<file path="src/rtl/counter_arb_pkg.sv">
// rtl/counter_arb_pkg.sv - shared types and helpers for the counter arbiter
// Contents:
//   arb_state_t  arbiter state encoding (IDLE, RUN, DONE, CLEAR)
//   clog2()      index width for a requester count, never less than 1
package counter_arb_pkg;

  typedef enum logic [1:0] {
    IDLE  = 2'd0,
    RUN   = 2'd1,
    DONE  = 2'd2,
    CLEAR = 2'd3
  } arb_state_t;

  function automatic int clog2(input int n);
    int w;
    w = 1;
    while ((1 << w) < n) w = w + 1;
    return w;
  endfunction

endpackage

</file>
<file path="src/rtl/counter.sv">
// rtl/counter.sv - saturating up-counter with finished flag
// Ports:
//   clock_i     system clock, rising edge
//   reset_i     asynchronous active-high reset/clear
//   enable_i    count one step per enabled edge
//   count_o     registered counter value, saturates at MAX_COUNTER_VALUE
//   finished_o  high while count_o equals MAX_COUNTER_VALUE
module counter #(
  parameter int MAX_COUNTER_VALUE = 160
) (
  input  logic                                   clock_i,
  input  logic                                   reset_i,
  input  logic                                   enable_i,
  output logic [$clog2(MAX_COUNTER_VALUE+1)-1:0] count_o,
  output logic                                   finished_o
);
  localparam int CW = $clog2(MAX_COUNTER_VALUE + 1);

  always_ff @(posedge clock_i or posedge reset_i) begin
    if (reset_i) begin
      count_o <= '0;
    end else if (enable_i && (count_o != CW'(MAX_COUNTER_VALUE))) begin
      count_o <= count_o + CW'(1);
    end
  end

  assign finished_o = (count_o == CW'(MAX_COUNTER_VALUE));

endmodule

</file>
<file path="src/rtl/counter_arb_pick.sv">
// rtl/counter_arb_pick.sv - combinational winner selection for the counter arbiter
// Build macro: COUNTER_ARB_FIXED_PRIO_EN selects lowest-index-wins; otherwise round-robin from ptr.
// Ports:
//   req     request vector
//   ptr     round-robin start index (ignored in the fixed-priority build)
//   winner  index of the selected requester
//   valid   at least one request is set
module counter_arb_pick
  import counter_arb_pkg::*;
#(
  parameter int NUM_REQ = 4,
  parameter int IW      = clog2(NUM_REQ)
) (
  input  logic [NUM_REQ-1:0] req,
  input  logic [IW-1:0]      ptr,
  output logic [IW-1:0]      winner,
  output logic               valid
);
  logic [IW:0]   sum;
  logic [IW-1:0] cand;

`ifdef COUNTER_ARB_FIXED_PRIO_EN
  logic unused_ptr;
  assign unused_ptr = ^ptr;
`endif

  // Scan from lowest to highest priority so the last hit is the winner.
  always_comb begin
    winner = '0;
    valid  = 1'b0;
    sum    = '0;
    cand   = '0;
    for (int k = NUM_REQ - 1; k >= 0; k--) begin
`ifdef COUNTER_ARB_FIXED_PRIO_EN
      sum  = (IW+1)'(k);
`else
      // ptr + k wrapped once into 0..NUM_REQ-1; ptr never exceeds NUM_REQ-1
      sum  = {1'b0, ptr} + (IW+1)'(k);
      if (sum >= (IW+1)'(NUM_REQ)) sum = sum - (IW+1)'(NUM_REQ);
`endif
      cand = sum[IW-1:0];
      if (req[cand]) begin
        winner = cand;
        valid  = 1'b1;
      end
    end
  end

endmodule

</file>
<file path="src/rtl/counter_arbiter.sv">
// rtl/counter_arbiter.sv - shares one counter between NUM_REQ timing requesters
// Build macro: COUNTER_ARB_FIXED_PRIO_EN selects fixed priority instead of round-robin.
// Ports:
//   clock_i        system clock, rising edge
//   reset_i        asynchronous active-high reset
//   req_i          per-requester request level, held until done_o or abort
//   grant_o        one-hot grant to the requester owning the counter
//   done_o         one-cycle completion pulse to the granted requester
//   busy_o         high whenever the arbiter is not idle
//   counter_val_o  live value of the shared counter
module counter_arbiter
  import counter_arb_pkg::*;
#(
  parameter int MAX_COUNTER_VALUE = 160,
  parameter int NUM_REQ           = 4
) (
  input  logic                                   clock_i,
  input  logic                                   reset_i,
  input  logic [NUM_REQ-1:0]                     req_i,
  output logic [NUM_REQ-1:0]                     grant_o,
  output logic [NUM_REQ-1:0]                     done_o,
  output logic                                   busy_o,
  output logic [$clog2(MAX_COUNTER_VALUE+1)-1:0] counter_val_o
);
  localparam int IW = clog2(NUM_REQ);

  arb_state_t    state;
  logic [IW-1:0] gidx;
  logic          clr_q;
  logic [IW-1:0] pick_idx;
  logic          pick_valid;
  logic [IW-1:0] pick_ptr;
  logic          cnt_rst;
  logic          cnt_en;
  logic          cnt_finished;

`ifndef COUNTER_ARB_FIXED_PRIO_EN
  logic [IW-1:0] rr_ptr;
  assign pick_ptr = rr_ptr;
`else
  assign pick_ptr = '0;
`endif

  counter_arb_pick #(
    .NUM_REQ (NUM_REQ),
    .IW      (IW)
  ) u_pick (
    .req    (req_i),
    .ptr    (pick_ptr),
    .winner (pick_idx),
    .valid  (pick_valid)
  );

  // clr_q is a register output, so the derived counter reset is glitch-free.
  assign cnt_rst = reset_i | clr_q;
  assign cnt_en  = (state == RUN) && req_i[gidx];

  counter #(
    .MAX_COUNTER_VALUE (MAX_COUNTER_VALUE)
  ) u_counter (
    .clock_i    (clock_i),
    .reset_i    (cnt_rst),
    .enable_i   (cnt_en),
    .count_o    (counter_val_o),
    .finished_o (cnt_finished)
  );

  always_ff @(posedge clock_i or posedge reset_i) begin
    if (reset_i) begin
      state   <= IDLE;
      gidx    <= '0;
      grant_o <= '0;
      done_o  <= '0;
      busy_o  <= 1'b0;
      clr_q   <= 1'b0;
`ifndef COUNTER_ARB_FIXED_PRIO_EN
      rr_ptr  <= '0;
`endif
    end else begin
      done_o <= '0;
      clr_q  <= 1'b0;
      case (state)
        IDLE: begin
          if (pick_valid) begin
            state   <= RUN;
            gidx    <= pick_idx;
            grant_o <= NUM_REQ'(1) << pick_idx;
            busy_o  <= 1'b1;
`ifndef COUNTER_ARB_FIXED_PRIO_EN
            // The winner becomes lowest priority for the next round.
            rr_ptr  <= (pick_idx == IW'(NUM_REQ - 1)) ? '0 : pick_idx + IW'(1);
`endif
          end
        end
        RUN: begin
          // Finishing takes precedence over a request drop in the same cycle.
          if (cnt_finished) begin
            state  <= DONE;
            done_o <= grant_o;
          end else if (!req_i[gidx]) begin
            state   <= CLEAR;
            grant_o <= '0;
            clr_q   <= 1'b1;
          end
        end
        DONE: begin
          state   <= CLEAR;
          grant_o <= '0;
          clr_q   <= 1'b1;
        end
        CLEAR: begin
          state  <= IDLE;
          busy_o <= 1'b0;
        end
        default: begin
          state   <= IDLE;
          grant_o <= '0;
          busy_o  <= 1'b0;
        end
      endcase
    end
  end

endmodule

</file>
<file path="config.mk">
export PLATFORM = sky130hd
export DESIGN_NAME = counter_arbiter
export DESIGN_NICKNAME = d
export VERILOG_FILES = /design/src/rtl/counter_arb_pkg.sv /design/src/rtl/counter.sv /design/src/rtl/counter_arb_pick.sv /design/src/rtl/counter_arbiter.sv
export SDC_FILE = /design/constraint.sdc
export NUM_CORES = 1
export LEC_CHECK = 0
export CAP_MARGIN = 10
export CORE_MARGIN = 10
export CORE_UTILIZATION = 46
export CTS_BUF_LIST = sky130_fd_sc_hd__clkbuf_8
export DETAILED_ROUTE_END_ITERATION = 10
export PLACE_DENSITY = 0.69
export SLEW_MARGIN = 20
export SYNTH_ARGS = -nofsm -noshare
export SYNTH_HDL_FRONTEND = slang
export SYNTH_SLANG_ARGS = --single-unit
</file>
<file path="constraint.sdc">
create_clock -name clock_i -period 1.81 [get_ports clock_i]
set_input_delay 0.362 -clock clock_i [delete_from_list [all_inputs] [get_ports clock_i]]
set_output_delay 0.362 -clock clock_i [all_outputs]
set_load 0.03 [all_outputs]
</file>
* Word level (Yosys, flattened, before mapping)
Index checks and enable logic that the tools add are counted.
** Word-level totals
- Bits in registers :: 24
- Input port bits :: 6
** Operators by class
- Add/subtract/negate cells :: 9
- Magnitude comparators :: 9
- Equal/unequal tests :: 10
- Shift operators :: 1
- Muxes and demuxes :: 38
- Bitwise gates (word level) :: 1
- Reduce and logical (&&, ||, !) cells :: 9
** Operators by type and width (count)
- $mux W2 :: 12
- $mux W4 :: 5
- $lt A2 B3 Y1 const B :: 5
- $mux W1 :: 12
- $pmux W4 S3 :: 1
- $bmux W1 S2 :: 5
- $ge A3 B3 Y1 const B :: 3
- $add A8 B1 Y8 const B :: 1
- $eq A8 B8 Y1 const B :: 1
- $ne A8 B8 Y1 const B :: 1
- $pmux W2 S4 :: 1
- $sub A2 B1 Y2 const B :: 4
- $add A2 B2 Y3 const B :: 2
- $eq A2 B2 Y1 const B :: 3
- $ne A2 B2 Y1 const B :: 3
- $reduce_and A2 Y1 :: 3
- $pmux W1 S2 :: 2
- $reduce_and A4 Y1 :: 1
- $shl A1 B2 Y4 const A :: 1
- $add A2 B1 Y3 const B :: 1
- $ge A2 B3 Y1 const B :: 1
- $ne A3 B3 Y1 const B :: 1
- $reduce_bool A3 Y1 :: 1
- $add A2 B1 Y2 const B :: 1
- 5 further kinds :: 6

* Logic depth before layout (Yosys ltp)
Gate-level depths: netlist of the first run.
- Depth in word-level cells :: 12
- Depth in mapped cells :: 7
- Mapped depth without buffers :: 7

* Cells and area by module
Synthesis of the first run repeated with hierarchy kept, for this count alone.
** Second synthesis, totals
- Cell total of the unflattened synthesis :: 115
- Area, all modules :: 1313.8 um^2
** By module, submodules not included
- counter_arbiter :: times used 1, cells an instance 68, area each 825.8 um^2, sequential area each 400.4 um^2
- counter :: times used 1, cells an instance 34, area each 410.4 um^2, sequential area each 200.2 um^2
- counter_arb_pick :: times used 1, cells an instance 13, area each 77.6 um^2, sequential area each 0.0 um^2

* Least setup slack after synthesis of the first run
OpenSTA, ideal clock, no wires.
- Kind :: register -> register
- Start :: register u_counter.count_o[0]
- End :: register state[1]
- Setup time :: 0.128 ns
- Arrival :: 1.749 ns
- Data required time :: 1.682 ns
- Path slack :: -0.067 ns
- Stages on the path, launching flop included :: 7
- Path through :: dfrtp_1 > inv_1 > ha_1 > nand4bb_1 > o311a_4 > a21oi_4 > mux2_1
** Between the ends
- Cells in the longest elaborated chain, start to end :: 3
** RTL lines
- start: declaration :: line counter.sv:14 : output logic [$clog2(MAX_COUNTER_VALUE+1)-1:0] count_o,
- start signal: assignment :: line counter.sv:23 : count_o <= count_o + CW'(1);
- $eq A8 B8 Y1 (*) :: line counter.sv:27 : assign finished_o = (count_o == CW'(MAX_COUNTER_VALUE));
- $mux W2 / $ne A3 B3 Y1 (equally long branches)
- $pmux W2 S4 / $reduce_and A2 Y1 (equally long branches)
- end signal: assignment :: line counter_arbiter.sv:85 : state <= RUN;
- end signal: assignment :: line counter_arbiter.sv:98 : state <= DONE;
- end signal: assignment :: line counter_arbiter.sv:101 : state <= CLEAR;
- end: declaration :: line counter_arbiter.sv:27 : arb_state_t state;
Every way passes the cells marked *; elsewhere a longest branch is shown, timed or not.
A chain may end at the register's enable or synchronous reset.

* Worst setup path after layout of the first run
- Start :: input port req_i[3]
- End :: register state[1]
** Between the ends
- Cells in the longest elaborated chain, start to end :: 8
** RTL lines
- start: declaration :: line counter_arbiter.sv:19 : input logic [NUM_REQ-1:0] req_i,
- $bmux W1 S2 :: line counter_arb_pick.sv:42 : if (req[cand]) begin
- $mux W1 (not written as such) :: line counter_arb_pick.sv:42
- $mux W1 (4 in series) :: line counter_arb_pick.sv:42
- $ne A2 B2 Y1 (no line)
- $reduce_and A2 Y1 (no line) (*)
- end signal: assignment :: line counter_arbiter.sv:70 : state <= IDLE;
- end signal: assignment :: line counter_arbiter.sv:85
- end signal: assignment :: line counter_arbiter.sv:98
Every way passes the cells marked *; elsewhere a longest branch is shown, timed or not. The select of a mux whose other input is x is not followed.

==> results of run 1 <==
## stage by stage
step	TNS (ns)	total power, mW	worst slack [ns]	utilization, %	hold WS (ns)
after CTS	0	2.777	0.01187	63.57	0.2978
after floorplan	0	1.755	0.02041	-	0.2757
after global routing	0	2.959	0.002729	64.36	0.3364
after global placement	-2.627	2.267	-0.2386	61.13	0.2768
after detailed placement	-3.271	2.321	-0.2772	61.13	0.2871
final	0	2.743	0.06328	64.36	0.2895
## cell type report
type	instances	area share (%)
clock inverters	1	1.722
multi-input cells	80	36.23
repair buffers	38	20.09
flip-flops and latches	24	34.58
well taps	31	2.224
inverters	13	2.798
clock buffers	3	2.367
## kinds of logic after synthesis
family,count (synthesis)
fa+ha+maj,10
compound gates,17
xor+xnor,7
mux,8
flops,24
buf+inv,13
simple gates,38
## sequential cells by signal (all words and copies together) (netlist names)
signal and cells:
grant_o 4, gidx 2, busy_o 1, pick_ptr 2, state 2, done_o 4, u_counter.count_o 8, clr_q 1
## critical path: stages
cell and delay, ns:
clkdlybuf4s50_1 0.44, mux4_2 0.51, o311a_4 0.15, a21oi_4 0.12, mux2_1 0.32
## layer usage
| metal | vias up | wire, um |
|---|---|---|
| li1 | 482 | - |
| met1 | 471 | 1181 |
| met2 | 22 | 1305 |
| met3 | 5 | 161 |
| met4 | 0 | 43 |
| met5 | - | 0 |
## worst max path at each step
stage | start | to | slack (ns) | cells after the start
CTS | req_i[1] | state[1] | 0.01 | 5
floorplan | u_counter.count_o[0] | state[1] | 0.02 | 6
detailed placement | req_i[1] | state[1] | -0.28 | 5
global route | u_counter.count_o[0] | state[1] | 0.003 | 6
global placement | req_i[1] | state[1] | -0.24 | 5
finish | req_i[3] | state[1] | 0.06 | 5
## cells in the mapped netlist
| cell type | number | area [um^2] |
|---|---|---|
| o21ai_0 | 4 | 20.02 |
| mux2_2 | 1 | 11.26 |
| mux2i_1 | 5 | 50.05 |
| or4_1 | 1 | 7.510 |
| inv_1 | 13 | 48.80 |
| nor3_1 | 1 | 5.000 |
| a21boi_0 | 1 | 7.510 |
| nand3_2 | 1 | 10.01 |
| o32a_1 | 1 | 10.01 |
| nand4_1 | 4 | 25.02 |
| nor4_1 | 1 | 6.260 |
| o311a_4 | 1 | 21.27 |
| xnor2_1 | 7 | 61.31 |
| and3_1 | 1 | 6.260 |
| nand3_1 | 1 | 5.000 |
| o31ai_1 | 1 | 7.510 |
| mux4_2 | 1 | 22.52 |
| nand2_1 | 9 | 33.78 |
| nand2_2 | 1 | 6.260 |
| nand2b_1 | 6 | 37.54 |
| a21oi_1 | 4 | 20.02 |
| nor4bb_1 | 1 | 10.01 |
| o211ai_1 | 1 | 7.510 |
| o22ai_1 | 1 | 6.260 |
| dfrtp_1 | 24 | 600.6 |
| nand4bb_1 | 1 | 11.26 |
| nor3b_1 | 1 | 7.510 |
| nor2b_1 | 1 | 6.260 |
| o21a_1 | 2 | 15.01 |
| mux2_1 | 1 | 11.26 |
| and4_1 | 1 | 8.760 |
| ha_1 | 10 | 125.1 |
| a21oi_4 | 1 | 16.27 |
| nor2_1 | 7 | 26.28 |
## where the power goes
part / switching, mW / internal, mW / total [mW]
combinational: 0.745 / 0.662 / 1.41
clock: 0.175 / 0.296 / 0.470
sequential: 0.156 / 0.710 / 0.866
## what timing repair did
item                                    4_1_cts  5_1_grt
endpoints found under the hold margin         0        0
gates resized for setup                       4        7
hold buffers                                  0        0
endpoints found under the setup margin        4       10
==> results.md, run 1 <==
* Status: finished clean
* Core Region at 2710 um^2
* PwrDens at between 1500 and 2000 nW/um^2
* Die ar. at 5277 um^2
* Row count at 19
* Clk buf depth at 2
* DR WL/cell at 14.16 um
* PortBufs at 22
* Post-synthesis compound-gate area fraction at 10.30%
* Avg Inst Size Synth at 10.90 um^2
* Post-synthesis sequential area ratio at 47.11%
* Total number of vias at 980
* Largest family of logic cells by synthesized area: simple AND/OR/NAND/NOR gates
* Die Y at 72.65 um
* Cell Area, Synth at approximately 1300 um^2
* Reg-to-Reg End: state[1]
* Adder-cell share of the synthesized area at approximately 10%
* Critical Path Source Type: primary input
* CTS H-tree lvls at 1
* GRT met1 Usage at around an eighth
* Most common cell after layout, fill and taps aside: dfrtp_1
* Final nets at 176
* # DRC at 0
* Fin cells at 190
* CTS tree: built
* Worst-path maximum fanout at 3
* R2R depth at 6
* Final Hold Vio Count at 0
* Crit path required time at ~2.0 ns
* DP Area at between 1500 and 2000 um^2
* Total GRT Usage at 10.92%
* Initial antenna violation count at 0
* XOR/XNOR share of the synthesized area at 4.809%
* Routed wire length at 2.691 mm
* Yosys cell types at 34
* First-pass GRT wire length at about 4.7 mm
* Initial Util at 47.05%
* GP Congestion at 0.7676
* Vias per cell at 5.158
* Clock-pin transition on the worst setup and hold timing paths at around 0.090 ns
* Reg2Reg Setup Slack at approximately 0.07 ns
* Clock Root Buffer: clkbuf_8
* Largest net degree at the start of global routing at 17
* Worst EP arrival at between 1.5 and 2 ns
* F_max at 572.5 MHz
* Synth Area in Simple Gates at 16.68%
* Synth warn at 0
* DPL Wire Length at 2.113 mm
* DRT Pass-1 Iters at 4
* Die X-Extent at 72.65 um
* GR Layer Usage met3 at 3.537%
* Syn nets at roughly 130
* M2 GR Usage at 17.92%
* I/O pin count at 23
* CTS Buf Count at 3
* Crit share post-route at 96.50%
* Clock skew at 0.003697 ns
* Slew headroom at 78.46%
* Critical path class: primary input to flop
* RSZ-0062 raised after global routing: no
* Syn Inst Count at 117
* Antenna diodes at 0
* Grt ovf at 0
* Dpl cells at 186
* Most frequent cells in the layout: dfrtp_1, buf_4, inv_1, clkdlybuf4s50_1, ha_1
* Hold Crit Class: flop to asynchronous set/reset pin
* Clock sink count at 24
* Synth-to-Final Area Change at 36.80%
* Reg-to-Reg Start: u_counter.count_o[1]
* Final setup viols at 0
* Clk_lat worst skew at 0.27 ns
* Register area at 603.1 um^2
* Post-layout min period at 1.747 ns
* Vias in the first global route at roughly 1000
* VDD IR-drop max at about 0.0011 V
* Pleak at 0.8787 nW
* Post-route cell area at 1744 um^2
* Max cap viols at 0
* Starting DRT DRC Count at 66
* Fin. max-slew vios at 0
* Setup bufs post-CTS at 0
* Area of the multi-input gates at 631.9 um^2
* Tightest Pin Transition at about 0.32 ns
* Final ANT Viol Nets at 0
* Mux cell area share after synthesis at 7.458%
* Crit end category: flop
* Seq cells post-synth at 24
* Share of cells above drive strength 1 at 18.87%
* Busiest grt layer: met2
* Filler cell count at 222
Power figures use the tool's default switching activity.
==> inputs of run 2 (changes only) <==
SLEW_MARGIN = 10   (was 20)
TNS_END_PERCENT = 10   (was not set)
==> results of run 2 <==
Final layout, timing and power as in run 1 (identical DEF).
==> inputs of run 3 (changes only) <==
PLACE_DENSITY = 0.73   (was 0.69)
==> run 3 against run 2 <==
Net effect: routed wire length rose by 8.9%; setup slack improved by 0.0013 ns; utilization rose by 1.2 points; first-iteration DRC count fell by 47%; combinational power rose by 4%; critical endpoint unchanged; largest power group unchanged; highest routed layer unchanged.
==> results.md, run 3 (synthesis results as in run 1) <==
* Clock-pin transition on the worst setup and hold timing paths at ~0.080 ns
* Dpl cells at 189
* Final nets at 179
* Routed wire length at 2.931 mm
* Seq pwr share at 30.5%
* PortBufs at 22
* DPL Wire Length at 2.270 mm
* Initial Util at 47.05%
* Antenna diodes at 0
* Status: finished clean
* Row count at 19
* Reg2Reg Setup Slack at between 0.1 and 0.15 ns
* PwrDens at 1572 nW/um^2
* Tightest Pin Transition at about 0.41 ns
* Clock skew at approximately 0.0024 ns
* Clk buf depth at 2
* Critical Path Source Type: primary input
* Cell Chain, Critical Path: clkdlybuf4s50_1 -> mux4_2 -> o311a_4 -> a21oi_4 -> mux2_1
* Max reg flops at 8
* Reg-to-Reg Start: u_counter.count_o[0]
* Final Hold Vio Count at 0
* Top Registers: u_counter.count_o (8), done_o (4), grant_o (4)
* Clock Root Buffer: clkbuf_8
* Clk_lat worst skew at approximately 0.26 ns
* Filler cell count at about 220
* Biggest register: u_counter.count_o
* GP Congestion at roughly 0.76
* CTS Buf Count at 3
* Crit path required time at roughly 2.0 ns
* Vias in the first global route at about 1100
* Clock sink count at 24
* Most frequent cells in the layout: dfrtp_1, buf_4, clkdlybuf4s50_1, inv_1, ha_1
* DP Worst Slack at -0.3400 ns
* DRT Pass-1 Iters at 4
* Fin. max-slew vios at 0
* Share of cells above drive strength 1 at 20.99%
* VDD IR-drop max at approximately 0.0011 V
* R2R depth at 6
* Total GRT Usage at roughly 12%
* Reg-to-Reg End: clr_q
* Largest net degree at the start of global routing at 17
* CP max stage delay at slightly above 0.5 ns
* CP max stage cell: mux4_2
* # DRC at 0
* I/O pin count at 23
* Clk network pwr share at 16.7%
* Switching share of power at 39.31%
* Total number of vias at 981
* Core Region at 2710 um^2
* Worst-path maximum fanout at 3
* RSZ-0062 raised after global routing: no
* Vias per cell at 5.083
* Final WS setup at roughly 0.065 ns
* Critical path class: primary input to flop
* Synth-to-Final Area Change at 39.35%
* Die X-Extent at between 70 and 80 um
* Pleak at 0.8913 nW
* Sw Pwr at 1.098 mW
* Grt ovf at 0
* DR WL/cell at 15.19 um
* Post-layout min period at 1.745 ns
* Max cap viols at 0
* CTS H-tree lvls at 1
* Final ANT Viol Nets at 0
* Logic pwr share at 52.8%
* Die ar. at 5277 um^2
* CTS tree: built
* Die Y at between 70 and 80 um
* Fin cells at 193
* First-pass GRT wire length at between 4 and 5 mm
* Crit share post-route at a little over nine tenths
* Overall power at 2.794 mW
* Crit end category: flop
* Final setup viols at 0
* Initial antenna violation count at 0
* Hold-fix buffers at CTS at 0
* F_max at 572.9 MHz
* Most common cell after layout, fill and taps aside: dfrtp_1
* Slew headroom at approximately 73%
* Core Util, Final at between 60% and 70%
* Starting DRT DRC Count at 35
* Worst EP arrival at 1.90 ns
* Hold Crit Class: flop to asynchronous set/reset pin
* Internal power at 1.695 mW
==> run 3: stage by stage <==
step	hold WS [ns]	TNS, ns	area [um^2]
after floorplan	0.2757	0	1277
after global placement	0.2785	-2.753	1679
after detailed placement	0.2739	-3.621	1679
after CTS	0.2807	0	1752
after global routing	0.3590	0	1777
final	0.2804	0	1777
==> run 3: what timing repair did <==
action,CTS,global route
gates resized for setup,4,9
setup buffers,0,0
endpoints found under the setup margin,6,12
pin swaps,0,1
==> run 3: worst max-delay path by stage <==
stage | startpoint | to | slack, ns | cells past startpoint
floorplan | u_counter.count_o[0] | state[1] | 0.02 | 6
global placement | req_i[0] | pick_ptr[1] | -0.27 | 8
detailed placement | req_i[0] | pick_ptr[1] | -0.34 | 8
CTS | req_i[0] | pick_ptr[1] | 0.01 | 8
global route | u_counter.count_o[7] | counter_val_o[7] | 0.002 | 1
finish | req_i[3] | state[1] | 0.06 | 5
==> run 3: layer usage <==
layer  track usage (%)  routed length, um  up-vias
met5                 0                  0        -
met4             2.532                 28        0
met3             4.082                165        4
met2             21.10               1521       24
met1             12.57               1215      464
li1                  -                  -      489
==> run 3: layout make-up <==
cell class / count / area [um^2] / area share (%)
Clock buffer: 3 / 41.29 / 2.324
Clock inverter: 1 / 30.03 / 1.690
Inverter: 13 / 48.80 / 2.746
Multi-Input combinational cell: 80 / 636.9 / 35.85
Sequential cell: 24 / 603.1 / 33.94
Tap cell: 31 / 38.79 / 2.183
Timing Repair Buffer: 41 / 377.9 / 21.27
==> run 3: power groups by stage <==
stage                     sequential (mW)  combinational, mW  clock (mW)
after floorplan                      1.05              0.706           0
after global placement              0.854               1.43           0
after detailed placement            0.864               1.48           0
after CTS                           0.852               1.48       0.478
after global routing                0.880               1.61       0.506
final                               0.853               1.47       0.465
==> run 3: critical path: cells and delay by family <==
family	cells	cell delay, ns
mux	2	0.84
buf+inv	1	0.43
compound gates	2	0.27
